[src/rtl/nibble_serial_pkg.sv]
// Shared definitions for the nibble serial transmitter: FSM state encoding, line idle level,
// and the bit-period timer width helper.
package nibble_serial_pkg;

  typedef enum logic [2:0] {
    ST_IDLE   = 3'd0,
    ST_START  = 3'd1,
    ST_DATA   = 3'd2,
    ST_PARITY = 3'd3,
    ST_STOP   = 3'd4
  } state_t;

  localparam logic TX_IDLE_LEVEL = 1'b1;

  // At least one bit so CLKS_PER_BIT=1 still yields a legal counter.
  function automatic int timer_width(input int clks_per_bit);
    return (clks_per_bit > 1) ? $clog2(clks_per_bit) : 1;
  endfunction

endpackage

[src/rtl/bit_period_timer.sv]
// Modulo-CLKS_PER_BIT counter; tick marks the last cycle of each serial bit period.
module bit_period_timer
  import nibble_serial_pkg::*;
#(
  parameter int CLKS_PER_BIT = 4
) (
  input  logic clk,
  input  logic rst,
  input  logic clear,
  output logic tick
);

  localparam int CNT_W = timer_width(CLKS_PER_BIT);
  localparam logic [CNT_W-1:0] LAST = CNT_W'(CLKS_PER_BIT - 1);

  logic [CNT_W-1:0] cnt_q, cnt_d;

  assign tick = (cnt_q == LAST);

  always_comb begin
    cnt_d = tick ? '0 : cnt_q + CNT_W'(1);
    if (clear) cnt_d = '0;
  end

  // NOTE: reset is synchronous (sampled only at the clock edge) and state uses <= so every
  // flop updates from the same pre-edge values.
  always_ff @(posedge clk) begin
    if (!rst) cnt_q <= '0;
    else      cnt_q <= cnt_d;
  end

endmodule

[src/rtl/nibble_serial_tx.sv]
// Framed serial transmitter: start bit, DATA_W bits LSB-first, optional even parity, stop bit.
module nibble_serial_tx
  import nibble_serial_pkg::*;
#(
  parameter int DATA_W       = 4,
  parameter int CLKS_PER_BIT = 4,
  parameter int PARITY_EN    = 0
) (
  input  logic              clk,
  input  logic              rst,
  input  logic              load,
  input  logic [DATA_W-1:0] din,
  output logic              ready,
  output logic              tx,
  output logic              busy,
  output logic              done
);

  localparam logic [2:0] LAST_IDX = 3'(DATA_W - 1);

  state_t            state_q, state_d;
  logic [DATA_W-1:0] shift_q, shift_d;
  logic [2:0]        idx_q, idx_d;
  logic              par_q, par_d;
  logic              tx_q, tx_d;
  logic              tick;

  // Timer is held at zero while idle so the start bit always gets a full period.
  bit_period_timer #(
    .CLKS_PER_BIT(CLKS_PER_BIT)
  ) u_timer (
    .clk  (clk),
    .rst  (rst),
    .clear(state_q == ST_IDLE),
    .tick (tick)
  );

  // NOTE: every always_comb output gets a default first, so no path leaves a latch behind.
  always_comb begin
    state_d = state_q;
    shift_d = shift_q;
    idx_d   = idx_q;
    par_d   = par_q;
    unique case (state_q)
      ST_IDLE: begin
        if (load) begin
          state_d = ST_START;
          shift_d = din;
          par_d   = ^din;
          idx_d   = '0;
        end
      end
      ST_START:  if (tick) state_d = ST_DATA;
      ST_DATA: begin
        if (tick) begin
          shift_d = shift_q >> 1;
          idx_d   = idx_q + 3'd1;
          if (idx_q == LAST_IDX) state_d = (PARITY_EN != 0) ? ST_PARITY : ST_STOP;
        end
      end
      ST_PARITY: if (tick) state_d = ST_STOP;
      ST_STOP:   if (tick) state_d = ST_IDLE;
      default:   state_d = ST_IDLE;
    endcase

    // Line level is decoded from the next state so the tx flop lines up with the state flop.
    tx_d = TX_IDLE_LEVEL;
    unique case (state_d)
      ST_START:  tx_d = 1'b0;
      ST_DATA:   tx_d = shift_d[0];
      ST_PARITY: tx_d = par_d;
      default:   tx_d = TX_IDLE_LEVEL;
    endcase
  end

  always_ff @(posedge clk) begin
    if (!rst) begin
      state_q <= ST_IDLE;
      shift_q <= '0;
      idx_q   <= '0;
      par_q   <= 1'b0;
      tx_q    <= TX_IDLE_LEVEL;
    end else begin
      state_q <= state_d;
      shift_q <= shift_d;
      idx_q   <= idx_d;
      par_q   <= par_d;
      tx_q    <= tx_d;
    end
  end

  assign tx    = tx_q;
  assign ready = (state_q == ST_IDLE);
  assign busy  = ~ready;
  assign done  = (state_q == ST_STOP) && tick;

endmodule

[config.mk]
export PLATFORM = sky130hd
export DESIGN_NAME = nibble_serial_tx
export DESIGN_NICKNAME = d
export VERILOG_FILES = /design/src/rtl/nibble_serial_pkg.sv /design/src/rtl/bit_period_timer.sv /design/src/rtl/nibble_serial_tx.sv
export SDC_FILE = /design/constraint.sdc
export NUM_CORES = 1
export LEC_CHECK = 0
export CORE_MARGIN = 2
export CORE_UTILIZATION = 35
export CTS_BUF_LIST = sky130_fd_sc_hd__clkbuf_8 sky130_fd_sc_hd__clkbuf_16
export DETAILED_ROUTE_END_ITERATION = 10
export SLEW_MARGIN = 20
export SYNTH_ARGS = -nofsm -noshare
export SYNTH_HDL_FRONTEND = slang
export SYNTH_SLANG_ARGS = --single-unit
[constraint.sdc]
create_clock -name clk -period 2.4 [get_ports clk]
set_input_delay 0.48 -clock clk [delete_from_list [all_inputs] [get_ports clk]]
set_output_delay 0.48 -clock clk [all_outputs]
set_load 0.02 [all_outputs]
[After elaboration in Yosys (flattened, before gate mapping)]
Index checks and enable logic that the tools add are counted.
Word-level totals
  flip-flop bits (word level): 14
  input port bits: 7
  output and inout port bits: 4
  word-level logic and storage cells: 44
Cells by class
  add/subtract/negate cells: 2
  equality and inequality tests: 11
  muxes and demuxes: 16
  bitwise gates (word level): 2
  reductions and logical operators: 6
Operators by type and width (number)
  2-to-1 mux 3 bit: 8
  equality test 3 x 2 -> 1 bit, second input constant: 5
  case mux 3 bit (5 select lines): 1
  2-to-1 mux 4 bit: 2
  case mux 4 bit (2 select lines): 1
  equality test 3 x 1 -> 1 bit, second input constant: 2
  case mux 3 bit (2 select lines): 1
  != test 2 bit, second input constant: 2
  parity 4 bit: 1
  adder 3 x 1 -> 3 bit, second input constant: 1
  equality test 3 bit, second input constant: 1
  logical NOT 3 bit: 1
  case mux 1 bit (3 select lines): 1
  AND reduction 3 bit: 1
  OR reduction 3 bit: 1
  adder 2 x 1 -> 2 bit, second input constant: 1
  equality test 2 bit, second input constant: 1
  2-to-1 mux 1 bit: 2
  inverter 1 bit: 2
  nonzero test 2 bit: 1
  logical AND 1 bit: 1

[Depth between registers and ports, before layout]
  depth in word-level cells: 6
  mapped depth: 6
  gate-level depth less buffers: 6

[Modules after synthesis]
A second synthesis with hierarchy kept.
Second synthesis, totals
  cell total of the unflattened synthesis: 80
  area, all modules: 742.0 sq um
By module, submodules not included
  nibble_serial_tx: instances 1, cells each 75, area each 661.9 sq um, seq. area each 240.2 sq um
  bit_period_timer: instances 1, cells each 5, area each 80.1 sq um, seq. area each 40.0 sq um

[Least setup slack after synthesis]
Ideal clock, no wire load.
  path kind: register to output
  from: reg state_q[0]
  to: out busy
  arrival time: 1336 ps
  data required time: 1920 ps
  path slack: 584 ps
  cell stages (with the launch flop): 4
  path buffers: 1
  path through: dfxtp_1 > buf_6 > nor3_1 > inv_1
Between the ends
  longest elaborated chain between the ends: 2
Ends and longest elaborated chain
  from (decl): RTL line nibble_serial_tx.sv:21  | state_t state_q, state_d;
  from (signal assigned): RTL line nibble_serial_tx.sv:84  | state_q <= state_d;
  logical NOT 3 bit: RTL line nibble_serial_tx.sv:93  | assign ready = (state_q == ST_IDLE);
  net ready: RTL line nibble_serial_tx.sv:13  | output logic ready,
  inverter 1 bit: RTL line nibble_serial_tx.sv:94  | assign busy = ~ready;
  to (decl): RTL line nibble_serial_tx.sv:15  | output logic busy,
The timed path passes the listed nets, and every way through them passes these cells.

[Worst setup path after layout]
  from: reg state_q[0]
  to: out ready
Between the ends
  longest elaborated chain between the ends: 1
Ends and longest elaborated chain (RTL line)
  logical NOT 3 bit: nibble_serial_tx.sv:93
  to (decl): nibble_serial_tx.sv:13
Every way passes these cells.

==> tab_implementation.tex <==
\begin{tabular}{lr}
\hline
Metric & Value \\
\hline
\multicolumn{2}{l}{\textbf{Timing}} \\
Setup TNS & 0 ps \\
Slew at the pin closest to its max-slew limit & 378 ps \\
Skew final & approximately 2.0 ps \\
Final worst path period share & 0.923 \\
Final setup viols & 0 \\
Time the worst path needs with I/O delays and setup & approximately 2200 ps \\
Worst slew margin & 0.742 \\
Final hold violation count & 0 \\
Maximum clock frequency & roughly 450 MHz \\
Setup WS post-layout & between 150 and 200 ps \\
Final-layout worst hold slack & roughly 430 ps \\
Unrepaired setup endpoints after global routing & false \\
Number of max-slew violations in the final report & 0 \\
\multicolumn{2}{l}{\textbf{Synth}} \\
Main combinational cell family by area after synthesis & simple AND/OR/NAND/NOR gates \\
Async S/R FF share, synth & 0 \\
Share of cell area taken by muxes after synthesis & 0.0145 \\
Sequential area share after synthesis & 0.407 \\
Per-instance average area after synthesis & roughly 10 um\^{}2 \\
Count of state elements after synthesis & 14 \\
Number of warnings printed during yosys synthesis & 0 \\
Cell type contributing the most total cell area after synthesis & dfxtp\_1 \\
Cells taking the most area after synthesis & dfxtp\_1 41\%, ha\_1 5.4\%, xnor2\_1 3.8\%, nor2b\_1 3.6\%, nor4b\_4 3.4\% \\
Fraction of post-synthesis cell area in the top cell type by area & 0.407 \\
Most used flip-flop cell after synthesis & dfxtp\_1 \\
Synthesized Nets & 79 \\
Synthesized-area fraction occupied by ao, oa, aoi and oai cells & 0.174 \\
Adder-cell area share of the yosys netlist & 0.0544 \\
Number of library cell types mapped by synthesis & 35 \\
Share of the synthesized netlist area taken by xor and xnor gates & 0.0381 \\
Post-synth EDFFs & 0 \\
Synth Cell Area & between 600 and 700 um\^{}2 \\
Number of instances in the synthesized netlist & between 60 and 70 \\
Simple logic cell fraction of the synthesized area & 0.272 \\
\multicolumn{2}{l}{\textbf{Pwr}} \\
Leakage & a little over 0.3 nW \\
Total power draw & approximately 0.51 mW \\
Peak ir drop on the vdd network & about 0.24 mV \\
Power density normalized to cell area & 601 mW/mm\^{}2 \\
\multicolumn{2}{l}{\textbf{Clocking}} \\
CTS H-tree depth & 1 \\
Number of buffers added to fix hold violations after cts & 0 \\
CTS root buffer & clkbuf\_8 \\
Number of sinks handled by clock tree synthesis & 14 \\
CTS resizes & 0 \\
Worst-skew pair later-pin latency & about 240 ps \\
CTS clk-pin slew, worst paths & around 50 ps \\
Setup fix buffers added after clock tree synthesis & 0 \\
CTS tree & yes \\
Clk buf depth & 2 \\
Number of buffers created by CTS & 3 \\
\multicolumn{2}{l}{\textbf{Hold path}} \\
Worst hold stages & 1 \\
Worst min-delay path startpoint & u\_timer.cnt\_q[0] \\
Endpoint with the worst hold slack & u\_timer.cnt\_q[0] \\
Class of the tightest hold or removal check & reg2reg \\
\multicolumn{2}{l}{\textbf{Floorplanning}} \\
Number of top-level pins & 11 \\
Floorplan Core Area & roughly 0.0019 mm\^{}2 \\
Height of the die & just under 50 um \\
Starting density of the core & 0.362 \\
Floorplan die area & $\sim$0.0023 mm\^{}2 \\
Chip width & approximately 48 um \\
Standard-cell row count & 16 \\
\multicolumn{2}{l}{\textbf{Route}} \\
Drt total wl & 1.19 mm \\
Post-DRT Antenna Nets & 0 \\
Residual DRC count & 0 \\
Average detailed-routed wire length per instance & 11.1 um \\
Number of vias after detailed routing & approximately 530 \\
Iter 0 DRT Violations & 15 \\
Drt first pass iters & 4 \\
Vias per cell & around 5 \\
\multicolumn{2}{l}{\textbf{Layout}} \\
Post-route design area & approximately 850 um\^{}2 \\
Final layout net count & 92 \\
Most frequent cells in the layout & 14 x dfxtp\_1, 10 x clkdlybuf4s50\_1, 5 x nand2\_1 \\
Antenna diode count & 0 \\
Layout cells sized above 1 & 0.0875 \\
Most common library cell in the layout ignoring fill and taps & dfxtp\_1 \\
Signed area change from the synthesized netlist to the final layout & 23.6\% \\
\multicolumn{2}{l}{\textbf{Placement}} \\
HPWL reported at the end of detailed placement & about 860 um \\
Placer Congestion & approximately 0.74 \\
Dpl cell area & around 810 um\^{}2 \\
Setup WS pre-CTS & $\sim$290 ps \\
Number of input and output port buffers inserted & 10 \\
\multicolumn{2}{l}{\textbf{Critical path}} \\
Nature of the critical path endpoint & output port \\
Top fanout value on the critical path & 9 \\
Worst Reg-to-Reg Cells & 5 \\
Launch instance of the worst register-to-register path & u\_timer.cnt\_q[0] \\
Worst flop-to-flop path endpoint & idx\_q[1] \\
Req. time, crit path & 1920 ps \\
Kind of start point of the critical path & register \\
WS Path Type & reg2out \\
Minimum setup slack among reg-to-reg paths & 630 ps \\
CP arrival & about 1700 ps \\
\multicolumn{2}{l}{\textbf{Status}} \\
Status & finished, final reports clean \\
\multicolumn{2}{l}{\textbf{GRT}} \\
All-Layer GR Usage & 0.123 \\
GRT overflow & 0 \\
Wire length of the first global-routing pass & $\sim$2.2 mm \\
Vias in the first global route & just under 500 \\
Pin count of the biggest net entering global routing & 15 \\
Initial antenna violation count & 0 \\
\multicolumn{2}{l}{\textbf{Job}} \\
Maximum capacitance violations & 0 \\
\hline
\end{tabular}
-- report_power, final --
group	internal (mW)	switching, mW	leakage (nW)	total, mW
registers	0.243	0.00785	0.114	0.251
logic	0.0396	0.0316	0.169	0.0712
clock network	0.111	0.0789	0.0216	0.190
total	0.394	0.118	0.305	0.512
-- worst max path at each step --
stage,startpoint,endpoint,slack (ps),depth (start not counted)
floorplan,state_q[0],busy,580,3
global placement,load,tx,320,6
detailed placement,load,tx,290,6
CTS,state_q[0],ready,150,2
global route,state_q[0],ready,70,2
finish,state_q[0],ready,180,2
-- per-layer routing --
| metal | part of all wire | global-route usage | routed length [um] | vias to the layer above |
|---|---|---|---|---|
| li1 | - | - | - | 275 |
| met1 | 0.48 | 0.155 | 569 | 232 |
| met4 | 0.041 | 0.114 | 49 | 0 |
| met2 | 0.43 | 0.174 | 512 | 14 |
| met5 | 0 | 0 | 0 | - |
| met3 | 0.045 | 0.0278 | 53 | 5 |
-- flip-flops by register name, summed over array words and instances (netlist names) --
register	flops
shift_q	4
u_timer.cnt_q	2
idx_q	3
tx	1
state_q	3
par_q	1
-- critical path: stages (launching register included) --
cell	delay [ps]
dfxtp_1	400
nor3_1	410
clkdlybuf4s50_1	680
-- layout make-up --
cell class                      instances  area [um^2]
Clock buffer                            3         41.3
Tap cell                               27         33.8
Inverter                                2         7.51
Fill cell                             187         1050
Sequential cell                        14          280
Timing Repair Buffer                   11          108
Multi-Input combinational cell         50          382
-- kinds of logic (layout without fill, tap and decap cells) --
group | count (synthesis) | after routing
and+or+nand+nor | 26 | 26
AOI/OAI and AO/OA | 17 | 17
DFF | 14 | 14
buffers and inverters | 5 | 16
adders and majority gates | 3 | 3
xor gates and xnor gates | 3 | 3
muxes | 1 | 1
-- metrics by stage --
step	std cells	util
after floorplan	69	-
after global placement	104	0.426
after detailed placement	104	0.426
after CTS	107	0.448
after global routing	107	0.448
final	107	0.448
-- synthesized netlist by cell type (2+ instances only) --
cell type / n
a22oi_1: 3
nor2_1: 2
ha_1: 3
a21boi_0: 2
o21ai_0: 2
nand2_1: 5
a21oi_1: 3
nand2b_1: 2
inv_1: 2
dfxtp_1: 14
a21boi_1: 2
xnor2_1: 3
nor2b_1: 4
(Power assumes the default switching activity.)
